==> src/rtl/interp_ctrl_block_pkg.sv <==
// Shared definitions for the polyphase interpolator control sequencer:
// FSM state encoding, tap/phase derivations and a parameter-legality check.
package interp_ctrl_block_pkg;

  typedef enum logic {
    ST_IDLE = 1'b0,
    ST_WORK = 1'b1
  } state_t;

  // MAC cycles spent on one polyphase branch.
  function automatic int unsigned taps_per_phase(input int unsigned filter_length,
                                                 input int unsigned interp_k);
    return filter_length / interp_k;
  endfunction

  // Counter/index width; a single value still needs one bit.
  function automatic int unsigned phase_width(input int unsigned n);
    return (n > 1) ? $clog2(n) : 1;
  endfunction

  // Filter must split evenly into branches and fit in the RAM address space.
  function automatic bit params_legal(input int unsigned filter_length,
                                      input int unsigned interp_k,
                                      input int unsigned addr_width);
    return (interp_k >= 1) && ((filter_length % interp_k) == 0) &&
           (filter_length <= (1 << addr_width));
  endfunction

endpackage

==> src/rtl/interp_ctrl_block_delay.sv <==
// ctrl_delay_line: fixed-depth shift register with synchronous active-high reset.
// Ports: i_clk, i_rst (sync, active high), i_d (input), o_q (i_d delayed Depth cycles).
module ctrl_delay_line #(
  parameter int unsigned Width = 1,
  parameter int unsigned Depth = 2
) (
  input  logic             i_clk,
  input  logic             i_rst,
  input  logic [Width-1:0] i_d,
  output logic [Width-1:0] o_q
);

  logic [Width-1:0] r_pipe [Depth];

  always_ff @(posedge i_clk) begin
    if (i_rst) begin
      for (int i = 0; i < int'(Depth); i++) r_pipe[i] <= '0;
    end else begin
      r_pipe[0] <= i_d;
      for (int i = 1; i < int'(Depth); i++) r_pipe[i] <= r_pipe[i-1];
    end
  end

  assign o_q = r_pipe[Depth-1];

endmodule

==> src/rtl/interp_ctrl_block.sv <==
// Control sequencer for a single-MAC polyphase interpolator. Each accepted
// input sample triggers one run of InterpolationK branches, each branch
// FilterLength/InterpolationK MAC cycles long. One further sample may be held
// pending during a run; any more are dropped and flagged with Overrun_o.
// Ports:
//   Clk_i, Rst_i   clock, synchronous active-high reset
//   DataNd_i       new input sample, written at DataAddrWr_o
//   DataAddrWr_o   sample RAM write address
//   DataAddr_o     sample RAM read address (base - k)
//   CoeffAddr_o    coefficient RAM read address (k*InterpolationK + p)
//   StartAcc_o     accumulator clear/load strobe, aligned to the MAC pipeline
//   DataValid_o    accumulator holds a finished output sample
//   Phase_o        branch index of the sample flagged by DataValid_o
//   Busy_o         run in progress
//   Overrun_o      one-cycle pulse when an input sample is dropped
module interp_ctrl_block
  import interp_ctrl_block_pkg::*;
#(
  parameter int unsigned FilterLength   = 16,
  parameter int unsigned InterpolationK = 2,
  parameter int unsigned AddrWidth      = 4
) (
  input  logic                                  Clk_i,
  input  logic                                  Rst_i,
  input  logic                                  DataNd_i,
  output logic [AddrWidth-1:0]                  DataAddrWr_o,
  output logic [AddrWidth-1:0]                  DataAddr_o,
  output logic [AddrWidth-1:0]                  CoeffAddr_o,
  output logic                                  StartAcc_o,
  output logic                                  DataValid_o,
  output logic [phase_width(InterpolationK)-1:0] Phase_o,
  output logic                                  Busy_o,
  output logic                                  Overrun_o
);

  localparam int unsigned TapsPerPhase = taps_per_phase(FilterLength, InterpolationK);
  localparam int unsigned PhaseWidth   = phase_width(InterpolationK);
  localparam int unsigned TapWidth     = phase_width(TapsPerPhase);

  if (!params_legal(FilterLength, InterpolationK, AddrWidth)) begin : g_bad_params
    $error("interp_ctrl_block: illegal FilterLength/InterpolationK/AddrWidth combination");
  end

  state_t                r_state;
  logic [TapWidth-1:0]   r_k;
  logic [PhaseWidth-1:0] r_p;
  logic [AddrWidth-1:0]  r_wr_addr;
  logic [AddrWidth-1:0]  r_base;
  logic [AddrWidth-1:0]  r_pend_base;
  logic                  r_pending;
  logic [AddrWidth-1:0]  r_data_addr;
  logic [AddrWidth-1:0]  r_coeff_addr;
  logic                  r_overrun;

  logic                  w_start_acc;
  logic                  w_rdy;
  logic                  w_last_tap;
  logic                  w_last_phase;
  logic [PhaseWidth-1:0] w_phase_tag;

  // Internal strobes decoded from the current tap/phase counters.
  assign w_last_tap   = (r_k == TapWidth'(TapsPerPhase - 1));
  assign w_last_phase = (r_p == PhaseWidth'(InterpolationK - 1));
  assign w_start_acc  = (r_state == ST_WORK) && (r_k == '0);
  assign w_rdy        = (r_state == ST_WORK) && w_last_tap;
  assign w_phase_tag  = w_rdy ? r_p : '0;

  // Sequencer: counters, base/pending bookkeeping and RAM read addresses.
  // Read addresses are updated incrementally alongside k so no multiplier is needed.
  always_ff @(posedge Clk_i) begin
    if (Rst_i) begin
      r_state      <= ST_IDLE;
      r_k          <= '0;
      r_p          <= '0;
      r_wr_addr    <= '0;
      r_base       <= '0;
      r_pend_base  <= '0;
      r_pending    <= 1'b0;
      r_data_addr  <= '0;
      r_coeff_addr <= '0;
      r_overrun    <= 1'b0;
    end else begin
      r_overrun <= 1'b0;
      if (DataNd_i) r_wr_addr <= r_wr_addr + AddrWidth'(1);

      case (r_state)
        ST_IDLE: begin
          r_k <= '0;
          r_p <= '0;
          if (DataNd_i) begin
            r_state      <= ST_WORK;
            r_base       <= r_wr_addr;
            r_data_addr  <= r_wr_addr;
            r_coeff_addr <= '0;
          end
        end

        ST_WORK: begin
          if (w_last_tap && w_last_phase) begin
            // End of run: chain straight into the next sample if one is available.
            r_k          <= '0;
            r_p          <= '0;
            r_coeff_addr <= '0;
            r_pending    <= 1'b0;
            if (DataNd_i) begin
              r_base      <= r_wr_addr;
              r_data_addr <= r_wr_addr;
            end else if (r_pending) begin
              r_base      <= r_pend_base;
              r_data_addr <= r_pend_base;
            end else begin
              r_state     <= ST_IDLE;
              r_data_addr <= r_base;
            end
          end else begin
            if (DataNd_i) begin
              if (!r_pending) begin
                r_pending   <= 1'b1;
                r_pend_base <= r_wr_addr;
              end else begin
                r_overrun <= 1'b1;
              end
            end
            if (w_last_tap) begin
              // Next branch reuses the same base.
              r_k          <= '0;
              r_p          <= r_p + PhaseWidth'(1);
              r_coeff_addr <= AddrWidth'(r_p) + AddrWidth'(1);
              r_data_addr  <= r_base;
            end else begin
              r_k          <= r_k + TapWidth'(1);
              r_coeff_addr <= r_coeff_addr + AddrWidth'(InterpolationK);
              r_data_addr  <= r_data_addr - AddrWidth'(1);
            end
          end
        end

        default: r_state <= ST_IDLE;
      endcase
    end
  end

  // Align strobes and phase tag to the 2-stage MAC pipeline.
  ctrl_delay_line #(.Width(1), .Depth(2)) u_start_dly (
    .i_clk (Clk_i),
    .i_rst (Rst_i),
    .i_d   (w_start_acc),
    .o_q   (StartAcc_o)
  );

  ctrl_delay_line #(.Width(1), .Depth(3)) u_rdy_dly (
    .i_clk (Clk_i),
    .i_rst (Rst_i),
    .i_d   (w_rdy),
    .o_q   (DataValid_o)
  );

  ctrl_delay_line #(.Width(PhaseWidth), .Depth(3)) u_phase_dly (
    .i_clk (Clk_i),
    .i_rst (Rst_i),
    .i_d   (w_phase_tag),
    .o_q   (Phase_o)
  );

  assign DataAddrWr_o = r_wr_addr;
  assign DataAddr_o   = r_data_addr;
  assign CoeffAddr_o  = r_coeff_addr;
  assign Busy_o       = (r_state == ST_WORK);
  assign Overrun_o    = r_overrun;

endmodule

==> config.mk <==
export PLATFORM = sky130hd
export DESIGN_NAME = interp_ctrl_block
export DESIGN_NICKNAME = d
export VERILOG_FILES = /design/src/rtl/interp_ctrl_block_pkg.sv /design/src/rtl/interp_ctrl_block_delay.sv /design/src/rtl/interp_ctrl_block.sv
export SDC_FILE = /design/constraint.sdc
export NUM_CORES = 1
export LEC_CHECK = 0
export BUFFER_PORTS_ARGS = -buffer_cell sky130_fd_sc_hd__clkbuf_2
export CORE_UTILIZATION = 45
export DETAILED_ROUTE_END_ITERATION = 10
export PLACE_DENSITY = 0.67
export SYNTH_ARGS = -nofsm -noshare
export SYNTH_HDL_FRONTEND = slang
export SYNTH_HIERARCHICAL = 1
export SYNTH_SLANG_ARGS = --single-unit
export TNS_END_PERCENT = 50
==> constraint.sdc <==
create_clock -name Clk_i -period 1.5 [get_ports Clk_i]
set_input_delay 0.225 -clock Clk_i [delete_from_list [all_inputs] [get_ports Clk_i]]
set_output_delay 0.225 -clock Clk_i [all_outputs]
set_load 0.03 [all_outputs]
Word-level counts from Yosys, hierarchy flattened
Memory sizes are Yosys's and may differ from the RTL's.
Index checks and enable logic that the tools add are counted.
{ "totals": {"reg_bits": 27, "latch_bits": 0, "ram_bits": 8, "mem_bits_ro": 0, "inputBits": 3, "output_inout_bits": 17, "memories": 3} }
{ "classes": {"addsub": 6, "multipliers": 0, "div_mod_pow": 0, "n_lt_le_gt_ge": 0, "eq_ne": 4, "n_shift": 0, "muxes": 37, "n_bitwise": 12, "n_reduce_logical": 9} }
{ "memory_table": {"columns": ["name", "depth", "word_bits", "read_ports", "rd_ports_with_merged_regs", "wr", "line_no", "rtl"], "rows": [
  ["u_phase_dly.r_pipe", 3, 1, 3, 0, 3, "interp_ctrl_block_delay.sv:13", "logic [Width-1:0] r_pipe [Depth];"],
  ["u_rdy_dly.r_pipe", 3, 1, 3, 0, 3, "interp_ctrl_block_delay.sv:13", null],
  ["u_start_dly.r_pipe", 2, 1, 2, 0, 2, "interp_ctrl_block_delay.sv:13", null]
]} }
{ "op_table": {"columns": ["op", "count"], "rows": [
  ["$mux 4", 9],
  ["$pmux 4 s2", 3],
  ["$mux 1", 20],
  ["$or 1x1->1", 8],
  ["$mux 3", 2],
  ["$pmux 3 s2", 1],
  ["$add 4x1->4 const B", 1],
  ["$add 4x2->4 const B", 1],
  ["$not 1->1", 4],
  ["$pmux 1 s2", 2],
  ["$reduce_and 2->1", 2],
  ["$reduce_and 4->1", 1],
  ["$reduce_or 4->1", 1],
  ["$sub 4x1->4 const B", 1],
  ["$add 3x1->3 const B", 1],
  ["$eq 3x3->1 const B", 1],
  ["$logic_and 1x1->1", 3],
  ["$logic_not 3->1", 1],
  ["$ne 3x1->1 const B", 1],
  ["$add 1x1->2 const B", 1],
  ["$ne 2x1->1 const B", 1],
  ["$ne 2x2->1 const B", 1],
  ["$reduce_bool 2->1", 1],
  ["$add 1x1->1 const B", 1]
]} }

Logic depth before layout (Yosys ltp)
{ "logic_depth": {"depth_word": 4, "mapped_depth": 6, "mapped_depth_nobuf": 6} }

Hierarchy
The synthesis kept the hierarchy.
{ "by_module_without_submodules": {"columns": ["module", "n_inst", "cells_each", "area_per_inst_um2"], "rows": [
  ["interp_ctrl_block", 1, 150, 1356.3],
  ["ctrl_delay_line (u_phase_dly ...)", 2, 6, 78.8],
  ["ctrl_delay_line (u_start_dly)", 1, 4, 52.6]
]} }

Worst setup path before layout
Ideal clock, no wire load.
{ "synth_timing": {"path_type": "register -> register", "startpoint": "register r_k[0]", "endpoint": "register r_pend_base[0]", "setup_time_ns": 0.128, "t_arrival_ns": 1.451, "slack_ns": -0.078, "path_stages_with_launch": 7, "path_buffers": 0, "synth_period_minus_slack_ns": 1.578, "cell_sequence": "dfxtp_1 ha_1 ha_1 and2_1 nor3_4 mux2i_1 nor2_1"} }
{ "synth_via": {"elab_chain_len": 4} }
{ "synth_lines": {"columns": ["element", "line_no", "rtl"], "rows": [
  ["start, declared", "interp_ctrl_block.sv:45", "logic [TapWidth-1:0] r_k;"],
  ["start signal, assigned", "interp_ctrl_block.sv:131", "r_k <= r_k + TapWidth'(1);"],
  ["$eq 3x3->1", "interp_ctrl_block.sv:62", "assign w_last_tap = (r_k == TapWidth'(TapsPerPhase - 1));"],
  ["$logic_and 1x1->1", "interp_ctrl_block.sv:99", "if (w_last_tap && w_last_phase) begin"],
  ["$not 1->1 (no line)", null, null],
  ["$reduce_and 4->1 (no line)", null, null],
  ["end signal, assigned", "interp_ctrl_block.sv:119", "r_pend_base <= r_wr_addr;"],
  ["end, declared", "interp_ctrl_block.sv:49", "logic [AddrWidth-1:0] r_pend_base;"]
]} }
Every way passes these cells.
A chain may end at the register's enable or synchronous reset.

Worst setup path after layout
{ "layout_timing": {"startpoint": "register r_k[1]", "endpoint": "register r_pend_base[0]"} }
The elaborated chain is that of the path after synthesis.

==> results.yml <==
global_routing:
  met1_usage: 0.258
  grt_max_degree: 22
  grt_pass1_wl_um: 5050
  grt_usage: 0.191
  grt_busiest_layer: "met2"
  grt_use_met3: 0.0597
  global_route.usage.met2: 0.284
  antenna_found_initial: 0
  first_global_vias: 1065
  grt_overflow_total: 0
detailed_routing:
  wire_per_inst_um: 13.4
  route.detailed.drc: 0
  ant_nets: 0
  vias: 1231
  dr.pass1.iters: 4
  drt_iter0_drc: 35
  routed_via_density: 5.11
  drt-total-wl_um: 3230
floorplan:
  initial_core_util: 0.469
  io_pins: 20
  die-area_um2: 3720
  die_h_um: 61
  rows: 21
  die_x_um: 61
  fp.coreArea_um2: 3340
critical_path:
  critical_path.max_fanout: 4
  end_kind: "flip-flop"
  r2r-start: "r_k[1]"
  path_class: "reg2reg"
  worstPathArrival_ns: 1.75
  cp_common_cell: "ha_4"
  path_depth: 6
  startpoint: "r_k[1]"
  reg2reg_to: "r_pend_base[0]"
  crit_path_end: "r_pend_base[0]"
  cp_top_family: "simple AND/OR/NAND/NOR gates"
  r2r_slack_ns: -0.003
  critical_path.cell_chain: "ha_4, ha_4, and2_4, nor3_4, mux2i_1, nor2_1"
  path_buf_inv: 0
  critPathMaxStageDelay_ns: 0.35
  required_ns: 1.74
  crit_path_start_kind: "flip-flop"
  reg2reg_depth: 6
  slowest_stage: "dfxtp_2"
yosys:
  synth-seq-area-share: 0.447
  syn_area_per_cell_um2: 9.44
  synth_cell_types: 37
  syn-cell-area_um2: 1570
  postSynthCellCount: 166
  ys.warnings.count: 6
  ys_ff_latch: 35
  syn_nets: 175
sta:
  layout_min_cycle_time_ns: 1.50
  slew_viol_final: 0
  min_period_over_period: 1.00
  fmax_mhz: 665
  slew_headroom: 0.727
  setup_viol: 1
  hold_violations: 0
  tightest_slew_ns: 0.410
  timing.final.ws_setup_ns: -0.00291
  hold_ws_ns: 0.290
  rsz0062_at_grt: "yes"
  fin_skew_ns: 0.0101
hold_path:
  hold_path_class: "in2reg"
  min_from: "DataNd_i"
clocking:
  postCtsHoldBufs: 0
  cts.sinks: 35
  clk_path_buf_depth: 2
  clockRootBuffer: "clkbuf_4"
  insertion_delay_ns: 0.34
  tritoncts: "done"
  numCtsBuffers: 5
  clkTransAtPathRegs_ns: 0.10
  htree_levels: 2
finish:
  syn_to_final_growth_pct: 17.7
  num-fill-cells: 302
  diodes: 0
  final_cells: 241
  fin_nets: 203
  final_cell_area_um2: 1840
  drive_gt1_frac: 0.267
placement:
  port_buffers: 19
  gp_congestion: 0.925
  dp_hpwl_um: 2340
  placedInstanceArea_um2: 1750
  place_inst: 232
power:
  p_leak_nw: 0.752
  power.density_nw_per_um2: 933
  ir_worst_vdd_mv: 0.509
flow_run:
  max_cap_viol_count: 0
run_status:
  status: "finished, violations left"
  failed_checks: "setup timing"
timing repair:
| action | in CTS | in global routing |
|---|---|---|
| buffers inserted | 1 | 0 |
| resized for setup | 4 | 3 |
| endpoints found under the setup margin | 4 | 10 |
| pin swaps | 3 | 4 |
synth_stat cells, drive strengths merged:
cell type | n | share of area
a221oi | 1 | 0.0056
nor2b | 8 | 0.032
a211oi | 2 | 0.0096
nand2 | 8 | 0.019
ha | 6 | 0.048
clkbuf | 2 | 0.0048
o21a | 1 | 0.0048
a32oi | 1 | 0.0056
mux2i | 9 | 0.058
a2bb2oi | 1 | 0.0056
nand3b | 1 | 0.0048
a311oi | 2 | 0.011
mux2 | 6 | 0.050
nor3b | 3 | 0.014
nor4b | 1 | 0.0056
a31oi | 1 | 0.0040
o211ai | 4 | 0.019
nand3 | 2 | 0.0064
xnor2 | 3 | 0.017
and2 | 3 | 0.012
a21oi | 10 | 0.032
nor2 | 22 | 0.053
xor2 | 2 | 0.011
nor3 | 5 | 0.023
nand4 | 1 | 0.0040
o21ai | 6 | 0.026
nand2b | 3 | 0.012
dfxtp | 35 | 0.45
o22ai | 1 | 0.0040
and2b | 1 | 0.0064
inv | 9 | 0.022
buf | 6 | 0.022
flip-flops by register name (all words and copies together) (netlist names):
register and flops:
r_pending 1, Overrun_o 1, r_p 1, Busy_o 1, r_pend_base 4, DataAddr_o 4
r_k 3, u_start_dly/r_pipe 2, DataAddrWr_o 4, CoeffAddr_o 4, u_rdy_dly/r_pipe 3, u_phase_dly/r_pipe 3
r_base 4
power by group:
group / internal [mW] / switching [mW] / leakage, nW
sequential: 0.958 / 0.0349 / 0.286
combinational: 0.0969 / 0.143 / 0.437
clock: 0.183 / 0.305 / 0.0293
total: 1.24 / 0.483 / 0.752
how the worst min path moves through the flow:
stage	endpoint	cells past startpoint
after detailed placement	u_rdy_dly/r_pipe[0][1]	1
after floorplan	u_phase_dly/r_pipe[0][0]	1
after global placement	u_start_dly/r_pipe[0][1]	1
after global routing	Overrun_o	3
final	r_pending	3
after CTS	r_pending	3
worst register-to-register path: cells and delay by family, from the launching register on:
| family | cells | cell delay (ns) |
|---|---|---|
| adders and majority gates | 2 | 0.32 |
| DFF | 1 | 0.35 |
| muxes | 1 | 0.23 |
| and+or+nand+nor | 3 | 0.51 |
routing by layer:
metal / wire length, um / vias to the layer above
met5: 0 / -
met3: 211 / 5
li1: - / 628
met2: 1460 / 37
met4: 37 / 0
met1: 1530 / 561
layout make-up:
class | instances | area [um2] | area share
multi-input cells | 114 | 825 | 0.447
flip-flops and latches | 35 | 704 | 0.382
repair buffers | 29 | 174 | 0.0943
well taps | 46 | 57.6 | 0.0312
clock buffers | 7 | 45.0 | 0.0244
inverters | 9 | 33.8 | 0.0183
clock inverters | 1 | 5.00 | 0.00271
stage by stage:
step / worst slack, ns / util / TNS (ns) / total power [mW]
final: -0.00291 / 0.553 / -0.00291 / 1.72
after global routing: -0.0680 / 0.553 / -0.288 / 1.81
after CTS: -0.0149 / 0.549 / -0.0152 / 1.73
after detailed placement: -0.0602 / 0.525 / -0.158 / 1.25
after global placement: 0.0152 / 0.525 / 0 / 1.24
after floorplan: 0.0112 / - / 0 / 1.18
cells in the final DEF, fill, tap and decap left out, types with 2 or more instances in the layout:
master    instances
a211oi_1          2
a21oi_1          10
a311oi_1          2
and2_1            2
buf_4             9
clkbuf_1          2
clkbuf_2         19
clkbuf_4          5
dfxtp_1          32
dfxtp_2           3
ha_1              4
ha_4              2
inv_1             9
mux2_2            3
mux2_4            3
mux2i_1           9
nand2_1           8
nand2b_1          3
nor2_1           21
nor2b_1           8
nor3_1            4
nor3b_1           3
o211ai_1          4
o21ai_0           5
xnor2_1           3
xor2_1            2
kinds of logic (layout without fill, tap and decap cells):
kind of cell / Yosys count / in the layout / share of synthesized area
fa+ha+maj: 6 / 6 / 0.0479
compound gates: 30 / 30 / 0.128
flops: 35 / 35 / 0.447
mux: 15 / 15 / 0.108
xor+xnor: 5 / 5 / 0.0280
buf+inv: 17 / 46 / 0.0487
simple gates: 58 / 58 / 0.193
Power figures use the tool's default switching activity.
